$ cat config.mk
export PLATFORM = sky130hd
export DESIGN_NAME = menu_ctrl_flat
export DESIGN_NICKNAME = d
export VERILOG_FILES = /design/src/rtl/menu_ctrl_if.sv /design/src/rtl/menu_ctrl.sv /design/src/flat_wrapper.sv
export SDC_FILE = /design/constraint.sdc
export NUM_CORES = 1
export LEC_CHECK = 0
export CORE_MARGIN = 10
export CORE_UTILIZATION = 45
export CTS_CLUSTER_DIAMETER = 30
export DETAILED_ROUTE_END_ITERATION = 8
export PLACE_DENSITY = 0.8
export SKIP_LAST_GASP = 1
export SLEW_MARGIN = 20
export SYNTH_ARGS = -nofsm -noshare
export SYNTH_HDL_FRONTEND = slang
export SYNTH_SLANG_ARGS = --single-unit
export TNS_END_PERCENT = 10
$ cat constraint.sdc
create_clock -name clk -period 1.45 [get_ports clk]
set_input_delay 0.435 -clock clk [delete_from_list [all_inputs] [get_ports clk]]
set_output_delay 0.435 -clock clk [all_outputs]
set_load 0.02 [all_outputs]
$ cat src/rtl/menu_ctrl_if.sv
// Menu controller signal bundle: synchronised button levels and frame/game events in,
// screen select, cursor and game-start pulse out.
interface menu_ctrl_if;
   logic       frame_start;
   logic       btn_up;
   logic       btn_down;
   logic       btn_enter;
   logic       btn_back;
   logic       game_over;
   logic [1:0] select_text;
   logic [1:0] cursor;
   logic       menu_active;
   logic       start_game;

   modport master (
      output frame_start, btn_up, btn_down, btn_enter, btn_back, game_over,
      input  select_text, cursor, menu_active, start_game
   );

   modport slave (
      input  frame_start, btn_up, btn_down, btn_enter, btn_back, game_over,
      output select_text, cursor, menu_active, start_game
   );
endinterface

$ cat src/rtl/menu_ctrl.sv
// Menu navigation FSM: button presses and game_over drive screen state, cursor and text select.
// Optional idle auto-return to TITLE is built only when MENU_CTRL_TIMEOUT_EN is defined.
module menu_ctrl #(
   parameter int unsigned TIMEOUT_CYCLES = 650_000_000
) (
   input  logic       clk,
   input  logic       rst,
   menu_ctrl_if.slave bus
);
   typedef enum logic [2:0] {TITLE, SETTINGS, HELP, PLAYING, OVER} state_t;

   state_t     state;
   state_t     state_next;
   logic [1:0] cursor_next;
   logic       prev_up, prev_down, prev_enter, prev_back;
   logic       press_up, press_down, press_enter, press_back, any_press;
   logic       act_up, act_down, act_enter, act_back;
   logic       timeout_hit;

   // Previous levels reset high so a button held through reset is not seen as a press.
   always_ff @(posedge clk or posedge rst) begin
      if (rst) begin
         prev_up    <= 1'b1;
         prev_down  <= 1'b1;
         prev_enter <= 1'b1;
         prev_back  <= 1'b1;
      end else begin
         prev_up    <= bus.btn_up;
         prev_down  <= bus.btn_down;
         prev_enter <= bus.btn_enter;
         prev_back  <= bus.btn_back;
      end
   end

   assign press_up    = bus.btn_up    & ~prev_up;
   assign press_down  = bus.btn_down  & ~prev_down;
   assign press_enter = bus.btn_enter & ~prev_enter;
   assign press_back  = bus.btn_back  & ~prev_back;
   assign any_press   = press_up | press_down | press_enter | press_back;

   // Only the highest-priority press is considered; if the screen ignores it, nothing happens.
   assign act_back  = press_back;
   assign act_enter = press_enter & ~press_back;
   assign act_up    = press_up & ~press_back & ~press_enter;
   assign act_down  = press_down & ~press_back & ~press_enter & ~press_up;

`ifdef MENU_CTRL_TIMEOUT_EN
   localparam int CNT_W = $clog2(TIMEOUT_CYCLES);
   logic [CNT_W-1:0] idle_cnt;
   logic             idle_state;

   assign idle_state  = (state == SETTINGS) || (state == HELP) || (state == OVER);
   assign timeout_hit = idle_state && (idle_cnt == CNT_W'(TIMEOUT_CYCLES - 1));

   always_ff @(posedge clk or posedge rst) begin
      if (rst)
         idle_cnt <= '0;
      else if (!idle_state || any_press || (state_next != state))
         idle_cnt <= '0;
      else
         idle_cnt <= idle_cnt + 1'b1;
   end
`else
   assign timeout_hit = 1'b0;
`endif

   always_comb begin
      state_next  = state;
      cursor_next = bus.cursor;
      case (state)
         TITLE: begin
            if (act_enter) begin
               case (bus.cursor)
                  2'd0:    state_next = PLAYING;
                  2'd1:    state_next = SETTINGS;
                  default: state_next = HELP;
               endcase
            end else if (act_up && (bus.cursor != 2'd0)) begin
               cursor_next = bus.cursor - 2'd1;
            end else if (act_down && (bus.cursor < 2'd2)) begin
               cursor_next = bus.cursor + 2'd1;
            end
         end
         SETTINGS: begin
            if (act_back)
               state_next = TITLE;
            else if (act_up && (bus.cursor != 2'd0))
               cursor_next = bus.cursor - 2'd1;
            else if (act_down && (bus.cursor == 2'd0))
               cursor_next = 2'd1;
         end
         HELP: begin
            if (act_enter || act_back)
               state_next = TITLE;
         end
         PLAYING: begin
            if (bus.game_over)
               state_next = OVER;
         end
         OVER: begin
            if (act_back)
               state_next = TITLE;
            else if (act_enter)
               state_next = PLAYING;
         end
         default: state_next = TITLE;
      endcase
      if (timeout_hit && !any_press)
         state_next = TITLE;
      if (state_next != state)
         cursor_next = 2'd0;
   end

   // Text select and overlay flag sample the current state only on frame_start,
   // so the text set never switches mid-frame.
   always_ff @(posedge clk or posedge rst) begin
      if (rst) begin
         state           <= TITLE;
         bus.cursor      <= 2'd0;
         bus.start_game  <= 1'b0;
         bus.select_text <= 2'b00;
         bus.menu_active <= 1'b1;
      end else begin
         state          <= state_next;
         bus.cursor     <= cursor_next;
         bus.start_game <= (state_next == PLAYING) && (state != PLAYING);
         if (bus.frame_start) begin
            if (state == PLAYING) begin
               bus.menu_active <= 1'b0;
            end else begin
               bus.menu_active <= 1'b1;
               case (state)
                  SETTINGS: bus.select_text <= 2'b01;
                  HELP:     bus.select_text <= 2'b10;
                  OVER:     bus.select_text <= 2'b11;
                  default:  bus.select_text <= 2'b00;
               endcase
            end
         end
      end
   end
endmodule
$ cat src/flat_wrapper.sv
// flat-port wrapper written by rule: the top's interface ports become plain ports
module menu_ctrl_flat 
#(
   parameter int unsigned TIMEOUT_CYCLES = 650_000_000
)
  (clk, rst, bus_frame_start, bus_btn_up, bus_btn_down, bus_btn_enter, bus_btn_back, bus_game_over, bus_select_text, bus_cursor, bus_menu_active, bus_start_game);
  menu_ctrl_if bus_i ();
  input  logic clk;
  input  logic rst;
  input wire logic [$bits(bus_i.frame_start)-1:0] bus_frame_start;
  input wire logic [$bits(bus_i.btn_up)-1:0] bus_btn_up;
  input wire logic [$bits(bus_i.btn_down)-1:0] bus_btn_down;
  input wire logic [$bits(bus_i.btn_enter)-1:0] bus_btn_enter;
  input wire logic [$bits(bus_i.btn_back)-1:0] bus_btn_back;
  input wire logic [$bits(bus_i.game_over)-1:0] bus_game_over;
  output wire logic [$bits(bus_i.select_text)-1:0] bus_select_text;
  output wire logic [$bits(bus_i.cursor)-1:0] bus_cursor;
  output wire logic [$bits(bus_i.menu_active)-1:0] bus_menu_active;
  output wire logic [$bits(bus_i.start_game)-1:0] bus_start_game;
  assign bus_i.frame_start = bus_frame_start;
  assign bus_i.btn_up = bus_btn_up;
  assign bus_i.btn_down = bus_btn_down;
  assign bus_i.btn_enter = bus_btn_enter;
  assign bus_i.btn_back = bus_btn_back;
  assign bus_i.game_over = bus_game_over;
  assign bus_select_text = bus_i.select_text;
  assign bus_cursor = bus_i.cursor;
  assign bus_menu_active = bus_i.menu_active;
  assign bus_start_game = bus_i.start_game;
  menu_ctrl #(.TIMEOUT_CYCLES(TIMEOUT_CYCLES)) u_core (.clk(clk), .rst(rst), .bus(bus_i));
endmodule
==> impl_metrics.py <==
metrics = {
    "route": {
        "dr.pass1.iters": 5,
        "wl_mm": 2.24,
        "routed_via_density": 5.60,
        "route.detailed.drc": 0,
        "wl_per_cell_um": 15.9,
        "vias": 790,
        "drt_iter0_markers": 35,
        "drtAntennaViolNets": 0,
    },
    "power": {
        "switching_share_pct": 44.7,
        "clkPwrFrac_pct": 12.2,
        "power_switching_mw": 0.885,
        "p_total_mw": 1.98,
        "p_int_mw": 1.09,
        "power.density_nw_per_um2": 1690,
        "p_seq_share_pct": 27.6,
        "pwr-share-comb_pct": 60.2,
        "power_leakage_nw": 0.525,
        "peakVddDrop_mv": 1.16,
    },
    "layout": {
        "syn_to_final_growth_pct": 46.6,
        "drive_gt1_share_pct": 42.2,
        "nNetsFinal": 127,
        "layout.cells.non_filler": 141,
        "final_common_cell": "buf_4",
        "layout_common_cells": "buf_4, a21oi_1, dlygate4sd2_1",
        "diodes": 0,
    },
    "sta": {
        "slew_viol_final": 0,
        "setup_violations": 7,
        "tightest_slew_ns": 0.326,
        "hold_viol": 0,
        "fmax_ghz": 0.617,
        "period_minus_slack_ns": 1.62,
        "timing.setup.tns_ns": -0.546,
        "fin_ws_ns": -0.171,
        "fin_crit_sh_pct": 112,
        "rsz0062_at_grt": "yes",
        "max_slew_margin_pct": 78.2,
        "clock_skew_ns": 0.00150,
    },
    "clock_tree": {
        "cts-buffers-inserted": 3,
        "clk_pin_slew_ns": 0.09,
        "cts_tree": "done",
        "root_buffer": "clkbuf_4",
        "htreeDepth": 1,
        "ctsHoldBuffers": 0,
        "clk_path_buf_depth": 2,
        "cts_sinks": 13,
        "insertion_delay_ns": 0.29,
    },
    "global_route": {
        "gr-usage-all-layers_pct": 12.7,
        "grt_max_degree": 14,
        "grt.overflow.total": 0,
        "grt_pass1_wl_mm": 3.59,
        "grt_pass1_vias": 773,
        "antenna_found_initial": 0,
    },
    "die": {
        "die-height_um": 62.1,
        "core_area_um2": 1710,
        "die_x_um": 62.1,
        "die_area_um2": 3850,
        "initial_core_util_pct": 46.7,
        "ioPinCount": 14,
        "rows": 15,
    },
    "setup_path": {
        "path_delay_family": "compound AO/OA/AOI/OAI gates",
        "cp-start-kind": "primary input",
        "reg2reg_slack_ns": -0.14,
        "cp.buffers_inverters": 1,
        "required_ns": 1.63,
        "rr_startpoint": "u_core.prev_back$_DFF_PP1_",
        "worstPathMaxFanout": 4,
        "r2r_end": "u_core.bus.cursor[1]$_DFFE_PP0P_",
        "critical_path_class": "in2reg",
        "critPathMaxStageDelay_ns": 0.43,
        "crit_path_end_kind": "register",
        "crit_arrival_ns": 1.80,
        "slowest_stage": "clkdlybuf4s50_1",
        "path_cells": "clkdlybuf4s50_1 -> nand2b_1 -> nand4_1 -> a31oi_2 -> a22o_1 -> a211oi_2",
        "reg2reg_depth": 5,
    },
    "synth": {
        "synth_edf_count": 0,
        "syn_avg_cell_area_um2": 9.60,
        "synth_area_leaders": "dfrtp_1, dfstp_2, a21oi_1, o21ai_0, nor2_1",
        "synth-seq-cells": 13,
        "ys.flop_type": "dfrtp_1",
        "syn_inst": 83,
        "yosysTopAreaCellShare_pct": 25.1,
        "async_reset_ff_share_pct": 100,
        "syn_nets": 93,
        "synth_area_um2": 797,
        "yosysTopAreaCell": "dfrtp_1",
        "synth.distinct_cells": 34,
        "yosys_warnings": 0,
        "ys_seq_area_share_pct": 41.6,
    },
    "place": {
        "place_congestion": 0.833,
        "place_hpwl_mm": 1.52,
        "numPortBuffers": 13,
        "dp.cells": 136,
    },
    "status": {
        "status": "finished with violations",
        "violations": "setup timing",
    },
    "min_path": {
        "hold_path_class": "in2async",
    },
    "run": {
        "maxCapViolations": 0,
    },
}
==> how the worst max path moves through the flow <==
| stage | start | to | slack (ns) | depth (start not counted) |
|---|---|---|---|---|
| 3_3_place_gp | bus_btn_enter | u_core.bus.cursor[1]$_DFFE_PP0P_ | -0.57 | 6 |
| 2_1_floorplan | u_core.prev_back$_DFF_PP1_ | u_core.bus.cursor[1]$_DFFE_PP0P_ | -0.03 | 5 |
| 5_1_grt | bus_btn_up | u_core.bus.cursor[1]$_DFFE_PP0P_ | -0.23 | 6 |
| 4_1_cts | u_core.bus.cursor[0]$_DFFE_PP0P_ | u_core.bus.start_game$_DFF_PP0_ | -0.22 | 5 |
| 3_5_place_dp | bus_btn_enter | u_core.bus.cursor[1]$_DFFE_PP0P_ | -0.66 | 6 |
| 6_report | bus_btn_up | u_core.bus.cursor[1]$_DFFE_PP0P_ | -0.17 | 6 |
==> layout make-up <==
class / instances / area [um^2]
Sequential cell: 13 / 334
Fill cell: 124 / 539
Tap cell: 25 / 31.3
Clock buffer: 3 / 22.5
Clock inverter: 1 / 5.00
Inverter: 6 / 25.0
Multi-Input combinational cell: 61 / 484
Timing Repair Buffer: 32 / 267
==> Yosys cell counts (3+ instances only) <==
cell type	number
nor2b_1	3
dfstp_2	5
a21oi_1	7
nand3_1	3
nand2b_1	4
inv_1	4
o21ai_0	7
dfrtp_1	8
a31oi_1	3
nor2_1	8
nand2_1	3
==> registers in the layout (all words and copies together) (netlist names) <==
register                cells
u_core.prev_down            1
u_core.bus.start_game       1
u_core.prev_back            1
u_core.state                3
u_core.prev_enter           1
u_core.bus.select_text      2
u_core.bus.menu_active      1
u_core.prev_up              1
u_core.bus.cursor           2
==> routing by layer <==
| layer | wire, um | global-route usage (%) | vias to the layer above |
|---|---|---|---|
| met1 | 949 | 13.5 | 380 |
| li1 | - | - | 372 |
| met2 | 1140 | 22.4 | 32 |
| met5 | 0 | 0 | - |
| met3 | 91 | 1.83 | 6 |
| met4 | 59 | 9.24 | 0 |
==> power groups by stage <==
| stage | clock, mW | combinational [mW] | sequential, mW |
|---|---|---|---|
| final | 0.241 | 1.19 | 0.546 |
| after CTS | 0.244 | 1.12 | 0.544 |
| after floorplan | 0 | 0.660 | 0.585 |
| after detailed placement | 0 | 1.07 | 0.552 |
| after global routing | 0.263 | 1.28 | 0.558 |
| after global placement | 0 | 1.05 | 0.545 |
==> through the flow <==
stage	hold WS [ns]	setup WS, ns	instance area, um^2	utilization, %
after global routing	0.430	-0.227	1170	68.4
after CTS	0.429	-0.223	1140	66.8
after floorplan	0.308	-0.0346	825	-
after global placement	0.477	-0.572	1090	63.9
final	0.424	-0.171	1170	68.4
after detailed placement	0.489	-0.659	1090	63.9
==> timing repair <==
item,4_1_cts,5_1_grt
buffers inserted,1,0
pin swaps,2,1
endpoints found under the setup margin,12,10
resized for setup,13,6
hold endpoints to repair,0,0
==> cell families (layout without fill, tap and decap cells) <==
logic type / Yosys count / after routing / share of synthesized area, %
simple gates: 27 / 27 / 17.7
compound gates: 31 / 31 / 29.5
buf+inv: 9 / 42 / 6.91
xor+xnor: 1 / 1 / 1.10
flops: 13 / 13 / 41.6
fa+ha+maj: 2 / 2 / 3.14
==> worst register-to-register path, delay by kind of cell, from the launching register on <==
| family | cells | cell delay, ns |
|---|---|---|
| DFF | 1 | 0.56 |
| AOI/OAI and AO/OA | 4 | 0.89 |
| and+or+nand+nor | 1 | 0.05 |
(Power assumes the default switching activity.)
